==> src/rtl/stage_sequencer.sv <==
`default_nettype none
// ============================================================================
// Module   : stage_sequencer
// Purpose  : picoMips multi-cycle sequencer (fetch/decode/execute/writeback)
//            with handshake wait states, branching and halt.
// Revision : 1.0
// ============================================================================
module stage_sequencer #(
  parameter int ADDR_WIDTH     = 5,
  parameter int HS_SYNC_STAGES = 2,
  parameter int COUNT_WIDTH    = 8
) (
  input  logic                   Clock,
  input  logic                   Reset,
  input  logic                   Run,
  input  logic                   Handshake,
  input  logic                   WaitHS,
  input  logic                   Branch,
  input  logic [ADDR_WIDTH-1:0]  BranchAddr,
  input  logic                   Halt,
  output logic [ADDR_WIDTH-1:0]  Addr,
  output logic [1:0]             Stage,
  output logic                   ExecStrobe,
  output logic                   WriteStrobe,
  output logic                   Waiting,
  output logic                   Halted,
  output logic [COUNT_WIDTH-1:0] InstrCount
);

  typedef enum logic [2:0] {
    S_IDLE      = 3'd0,
    S_FETCH     = 3'd1,
    S_DECODE    = 3'd2,
    S_WAIT_HI   = 3'd3,
    S_WAIT_LO   = 3'd4,
    S_EXECUTE   = 3'd5,
    S_WRITEBACK = 3'd6,
    S_HALT      = 3'd7
  } state_t;

  state_t                  r_state;
  state_t                  w_state_nxt;
  logic [HS_SYNC_STAGES-1:0] r_hs_sync;
  logic [ADDR_WIDTH-1:0]   r_addr;
  logic [COUNT_WIDTH-1:0]  r_count;
  logic                    w_hs;
  logic                    w_retire;

  assign w_hs     = r_hs_sync[HS_SYNC_STAGES-1];
  assign w_retire = (r_state == S_WRITEBACK);

  always_ff @(posedge Clock) begin
    if (Reset) begin
      r_hs_sync <= '0;
    end else begin
      r_hs_sync <= {r_hs_sync[HS_SYNC_STAGES-2:0], Handshake};
    end
  end

  always_ff @(posedge Clock) begin
    if (Reset) begin
      r_state <= S_IDLE;
    end else begin
      r_state <= w_state_nxt;
    end
  end

  always_comb begin
    w_state_nxt = r_state;
    case (r_state)
      S_IDLE:      if (Run) w_state_nxt = S_FETCH;
      S_FETCH:     w_state_nxt = S_DECODE;
      S_DECODE:    w_state_nxt = WaitHS ? S_WAIT_HI : S_EXECUTE;
      S_WAIT_HI:   if (w_hs) w_state_nxt = S_WAIT_LO;
      S_WAIT_LO:   if (!w_hs) w_state_nxt = S_EXECUTE;
      S_EXECUTE:   w_state_nxt = S_WRITEBACK;
      S_WRITEBACK: begin
        if (Halt)     w_state_nxt = S_HALT;
        else if (Run) w_state_nxt = S_FETCH;
        else          w_state_nxt = S_IDLE;
      end
      S_HALT:      w_state_nxt = S_HALT;
      default:     w_state_nxt = S_IDLE;
    endcase
  end

  // Halt freezes the address so the halting instruction stays visible.
  always_ff @(posedge Clock) begin
    if (Reset) begin
      r_addr <= '0;
    end else if (w_retire && !Halt) begin
      r_addr <= Branch ? BranchAddr : r_addr + ADDR_WIDTH'(1);
    end
  end

  always_ff @(posedge Clock) begin
    if (Reset) begin
      r_count <= '0;
    end else if (w_retire && (r_count != '1)) begin
      r_count <= r_count + COUNT_WIDTH'(1);
    end
  end

  always_comb begin
    Stage = 2'd0;
    case (r_state)
      S_DECODE, S_WAIT_HI, S_WAIT_LO: Stage = 2'd1;
      S_EXECUTE:                      Stage = 2'd2;
      S_WRITEBACK:                    Stage = 2'd3;
      default:                        Stage = 2'd0;
    endcase
  end

  assign ExecStrobe  = (r_state == S_EXECUTE);
  assign WriteStrobe = (r_state == S_WRITEBACK);
  assign Waiting     = (r_state == S_WAIT_HI) || (r_state == S_WAIT_LO);
  assign Halted      = (r_state == S_HALT);
  assign Addr        = r_addr;
  assign InstrCount  = r_count;

endmodule
`default_nettype wire
==> config.mk <==
export PLATFORM = sky130hd
export DESIGN_NAME = stage_sequencer
export DESIGN_NICKNAME = d
export VERILOG_FILES = /design/src/rtl/stage_sequencer.sv
export SDC_FILE = /design/constraint.sdc
export NUM_CORES = 1
export LEC_CHECK = 0
export CAP_MARGIN = 25
export CORE_UTILIZATION = 50
export CTS_BUF_LIST = sky130_fd_sc_hd__clkbuf_8 sky130_fd_sc_hd__clkbuf_16
export DETAILED_ROUTE_END_ITERATION = 6
export PLACE_DENSITY = 0.87
export SLEW_MARGIN = 20
export SYNTH_ARGS = -nofsm -noshare
export SYNTH_HDL_FRONTEND = slang
export SYNTH_SLANG_ARGS = --single-unit
export TNS_END_PERCENT = 10
==> constraint.sdc <==
create_clock -name Clock -period 4.2 [get_ports Clock]
set_input_delay 0.63 -clock Clock [delete_from_list [all_inputs] [get_ports Clock]]
set_output_delay 0.63 -clock Clock [all_outputs]
set_load 0.005 [all_outputs]
---- After elaboration in Yosys (flattened, before gate mapping) ----
Cells that the tools add are included.
word-level totals
  flip-flop bits (word level) ............. 18
cells by class
  $add $sub $neg .......................... 2
  reductions and logical operators ........ 7
  muxes and demuxes ....................... 9
  equality and inequality tests ........... 11
operators with widths
  operator                                                          number
  3-bit one-hot mux with 8 select lines                             1
  3-bit 2-to-1 mux                                                  5
  3-bit == test (second input constant)                             4
  8-bit by 1-bit adder with 8-bit output (second input constant)    1
  8-bit inequality test (second input constant)                     1
  3-bit by 2-bit == test with 1-bit output (second input constant)  2
  2-bit inequality test (second input constant)                     3
  2-bit one-hot mux with 3 select lines                             1
  5-bit by 1-bit adder with 5-bit output (second input constant)    1
  5-bit 2-to-1 mux                                                  1
  3-bit by 1-bit == test with 1-bit output (second input constant)  1
  3-bit zero test                                                   1
  3-bit AND reduction                                               1
  3-bit OR reduction                                                1
  1-bit logical AND                                                 2
  1-bit zero test                                                   1
  1-bit logical OR                                                  1
  1-bit 2-to-1 mux                                                  1

---- Depth between registers and ports, before layout ----
  depth after elaboration ................. 3
  gate-level depth with buffers ........... 5
  gate-level depth less buffers ........... 4

---- Worst setup path after synthesis ----
No wires, ideal clock.
  kind .................................... register to register
  start ................................... reg r_count[0], in the netlist InstrCount[0]
  end ..................................... reg r_count[4], in the netlist InstrCount[4]
  stages on the path, launching flop included .. 6
  setup slack ............................. 2633 ps
  data required time ...................... 4079 ps
  arrival time ............................ 1445 ps
  setup time .............................. 121 ps
  clock period less this slack ............ 1567 ps
  cells stage by stage .................... dfxtp_1 -> ha_1 -> and4_1 -> buf_6 -> a211oi_2 -> mux2_4
between the ends
  cells in the longest elaborated chain, start to end .. 2
  elaborated cells between the ends (all ways) .. 3
  those cells by class .................... 1 x add/sub; 1 x eq/ne; 1 x reduce/logical
RTL lines
  element                                                                                         line  text
  start, declared                                                                                 45    logic [COUNT_WIDTH-1:0] r_count;
  start signal, assigned                                                                          100   r_count <= r_count + COUNT_WIDTH'(1);
  parallel branches: the longest is 2 deep, another holds 8-bit by 1-bit adder with 8-bit output  n/a
Several ways; the timed one is not identified.
A chain may end at the register's enable or synchronous reset.

---- Worst setup path after layout ----
  start ................................... reg r_state[1]
  end ..................................... out WriteStrobe
between the ends
  cells in the longest elaborated chain, start to end .. 1
RTL lines
  element                 line  text
  start, declared         41    state_t r_state;
  start signal, assigned  64    r_state <= w_state_nxt;
  3-bit == test           115   assign WriteStrobe = (r_state == S_WRITEBACK);
  end, declared           24    output logic WriteStrobe,
No other way between the ends.

==> flow_results.org <==
** Logic synthesis
- Yosys mapped a number of flops with a built-in enable equal to 0.
- The most used flip-flop cell after synthesis is sky130_fd_sc_hd__dfxtp_1.
- Of all flip-flops after synthesis, the portion carrying an async set or reset was 0.
- Number of flip-flops and latches in the synthesized netlist :: 18
- The portion of synthesized area spent on multiplexers is 0.0710.
- The post-synthesis compound-gate area fraction was 0.249.
- Sequential area share after synthesis :: 0.341
- Biggest area contributors in the synthesized netlist :: sky130_fd_sc_hd__dfxtp_1, sky130_fd_sc_hd__mux2_4, sky130_fd_sc_hd__nand2_1
- Post-synthesis cell type with the largest combined area :: sky130_fd_sc_hd__dfxtp_1
- Post-synthesis share of cell area spent on xor and xnor gates :: 0
- Dominant combinational cell family by area after synthesis :: compound AO/OA/AOI/OAI gates
- In this run the cell area of the synthesized design comes to 1060 um2.
- Area fraction in and, or, nand and nor cells after synthesis :: 0.233
- A synthesized cell averages 8.74 um2.
- Synth unique cells :: 39
- After technology mapping, the gate count stands at 121.
- Synthesis produced a netlist with a net count of 135.
- Post-Synth Adder-Cell Area :: 0.0237
- The share of synthesized area in the top cell type comes to 0.341.
- During synthesis, Yosys emitted a total of 0 warnings.

** Pwr
- Overall power of the completed layout :: 332 uW
- Lkg Pwr :: just under 0.5 nW
- Dividing total power by cell area gives a power density of 242 nW/um2.
- The worst-case IR drop observed on VDD is roughly 0.13 mV.

** Timing
- Unrepaired setup endpoints after global routing :: false
- Summed over all failing endpoints, the final setup total negative slack is 0 ns.
- Max_slew headroom :: 0.575
- Least-Margin Pin Slew :: 0.636 ns
- For this run, the top clock speed supported by timing is 416 MHz.
- Min cycle time layout :: 2.40 ns
- Setup violations remaining at the end of the flow were counted as 0.
- Setup clock skew after layout :: 0.00102 ns
- Final Slew Violations :: 0
- Fin. Hold Viols :: 0
- Final period utilization :: 0.572

** Critical path
- Along the worst path, the maximum fanout reaches 14.
- For this design, the slowest cell found on the critical path is sky130_fd_sc_hd__dfxtp_1.
- STA classifies the critical path endpoint as an output pin.
- Data arrival time of the critical path :: ~1.8 ns
- The critical path starts at r_state[1].
- Element type at the critical path start :: register
- STA puts the critical path data required time at between 3 and 4 ns.
- On the worst path, the slowest cell contributes a delay of 0.58 ns.
- The worst register-to-register path begins at InstrCount[0].
- The worst setup path is of the reg -> out kind.
- Cell breakdown of the critical path :: nand3b_4 > inv_2 > clkdlybuf4s50_1

** Detailed routing
- Sum of routed wire length over all layers :: 2250 um
- Number of nets with antenna violations after routing :: 0
- After detailed routing, the met2 layer carries 1110 um of wire.
- Dividing the detail-routed wire length by the instance count gives 13.1 um.
- In this run, the number of DRC markers left after iteration 0 of detailed routing was 20.
- In the routed design, unresolved DRC markers number 0.
- Via density per instance :: 5.64
- For this block, wires on met1 add up to approximately 1100 um.
- Met3 wire length :: 57 um
- The pre-antenna-repair detailed-routing pass consisted of 4 iterations.
- Total via count after detailed routing :: 970
- Top Layer Used :: met4

** Final layout
- Final instance area :: 1370 um2
- Multi-input gate area in the final layout :: around 610 um2
- Layout Cells excl Fill :: 172
- Share of cells above drive strength 1 :: 0.0828
- Leaving out fill and tap cells, the most frequent cells in the layout are sky130_fd_sc_hd__clkdlybuf4s50_1, sky130_fd_sc_hd__dfxtp_1, sky130_fd_sc_hd__nand2_1, sky130_fd_sc_hd__nor2_1.
- For this run, the post-layout net count is 161.
- The number of antenna diodes in the final layout is 0.
- Final core utilization :: 0.692
- The filler cells instantiated in the layout total ~160.
- Layout Area Growth over Synthesis :: 29.7%
- The sequential cells in the finished layout cover a total of 360 um2.
- Most common library cell in the layout ignoring fill and taps :: sky130_fd_sc_hd__clkdlybuf4s50_1

** CTS
- Number of buffers added for setup after CTS :: 0
- CTS resizes :: 0
- The clock passes through at most 2 buffers.
- Clock-pin slew reported for the worst setup and hold paths after clock tree synthesis :: 0.06 ns
- Clock sink count :: 18
- TritonCTS built the clock tree.
- Worst-skew pair later-pin latency :: 0.25 ns
- The cell sitting at the root of the clock tree is a sky130_fd_sc_hd__clkbuf_8.
- Number of clock buffers inserted by TritonCTS :: 3
- CTS built an H-tree with a depth of 1.
- Cts-stage hold buffer count :: 0

** Die
- Die boundary height :: between 40 and 50 um
- In this run the horizontal extent of the chip is 48.0 um.
- 31 I/O pins were placed.
- The initial utilization of the core area, before any placement, comes to 0.533.
- Die footprint :: 2300 um2
- The floorplan has 16 rows.
- The floorplan step defined a core boundary enclosing 1980 um2.

** Place
- Number of instances in the placed design :: 169
- RD Place Congestion :: 0.818
- Port buffer count :: 30
- The wire-length estimate of the detail-placed layout is 1610 um.
- Post-detailed-placement cell area :: 1330 um2

** GRT
- The first global-routing pass estimated about 3500 um of wire.
- Entering global routing, the biggest net connects 20 pins.
- The via count of the first global-routing pass is 818.
- The number of antenna violations at the first check in global routing was 0.
- In the global route stage, overall resource usage came out at 0.218.
- Global route total overflow :: 0

** Worst hold path
- In this run the most critical hold path is launched from r_hs_sync[0].
- Worst min path class :: reg -> reg

** Status
- Outcome :: finished clean

** Job
- Max-cap violations in this run came to 0.
## metrics by stage
stage          hold slack (ns)  setup slack (ns)
2_1_floorplan            0.414              2.63
3_3_place_gp             0.436              2.06
3_5_place_dp             0.444              1.97
4_1_cts                  0.459              1.79
5_1_grt                  0.479              1.67
6_report                 0.454              1.80
## power by group
group | leakage [nW] | switching (mW) | internal (mW)
logic | 0.316 | 0.0149 | 0.0207
clock network | 0.0216 | 0.0526 | 0.0636
registers | 0.146 | 0.00602 | 0.174
## layout make-up
class,instances,area share
multi-input combinational,87,0.444
sequential,18,0.263
timing repair buffer,30,0.219
clock buffer,3,0.0301
tap,27,0.0246
inverter,7,0.0192
## layer usage
layer / vias up / track usage
met5: - / 0
met1: 446 / 0.283
li1: 503 / -
met4: 0 / 0.106
met2: 17 / 0.349
met3: 4 / 0.0377
## worst max-delay path: cells and delay by family, from the launching register on
kind / cells / cell delay (ns)
flip-flops: 1 / 0.58
AND/OR/NAND/NOR: 1 / 0.28
buffers and inverters: 2 / 0.67
## synthesized netlist by cell type, types with 2 or more instances
| cell type | count |
|---|---|
| sky130_fd_sc_hd__buf_2 | 4 |
| sky130_fd_sc_hd__ha_1 | 2 |
| sky130_fd_sc_hd__nand2_1 | 11 |
| sky130_fd_sc_hd__o311ai_1 | 3 |
| sky130_fd_sc_hd__nand3_1 | 6 |
| sky130_fd_sc_hd__mux2_4 | 3 |
| sky130_fd_sc_hd__nor3_1 | 2 |
| sky130_fd_sc_hd__a21oi_1 | 3 |
| sky130_fd_sc_hd__o21ai_0 | 5 |
| sky130_fd_sc_hd__a41oi_1 | 2 |
| sky130_fd_sc_hd__mux2i_1 | 3 |
| sky130_fd_sc_hd__dfxtp_1 | 18 |
| sky130_fd_sc_hd__nor2_1 | 10 |
| sky130_fd_sc_hd__buf_6 | 3 |
| sky130_fd_sc_hd__a211oi_1 | 5 |
| sky130_fd_sc_hd__clkbuf_1 | 2 |
| sky130_fd_sc_hd__nor4_1 | 2 |
| sky130_fd_sc_hd__inv_1 | 6 |
| sky130_fd_sc_hd__and4_1 | 2 |
| sky130_fd_sc_hd__o31a_1 | 2 |
| sky130_fd_sc_hd__and3_1 | 2 |
| sky130_fd_sc_hd__o21ai_1 | 2 |
| sky130_fd_sc_hd__o22ai_1 | 2 |
| sky130_fd_sc_hd__nor2b_1 | 4 |
| sky130_fd_sc_hd__a221oi_1 | 2 |
| sky130_fd_sc_hd__a31oi_1 | 2 |
## worst paths after layout
kind,depth (start not counted),endpoint,slack [ns]
worst max-delay path,3,WriteStrobe,1.80
worst min-delay path,1,r_hs_sync[1],0.45
worst max register to register,4,InstrCount[4],2.54
worst min register to register,1,r_hs_sync[1],0.45
## cells by family after synthesis
kind of cell               after synthesis
AOI/OAI and AO/OA                       36
and+or+nand+nor                         43
muxes                                    6
buffers and inverters                   16
DFF                                     18
adders and majority gates                2
## registers in the layout, indices dropped and copies added (netlist names)
| register | count |
|---|---|
| Addr | 5 |
| r_hs_sync | 2 |
| r_state | 3 |
| InstrCount | 8 |
No activity file was read; power rests on OpenSTA's default activity.
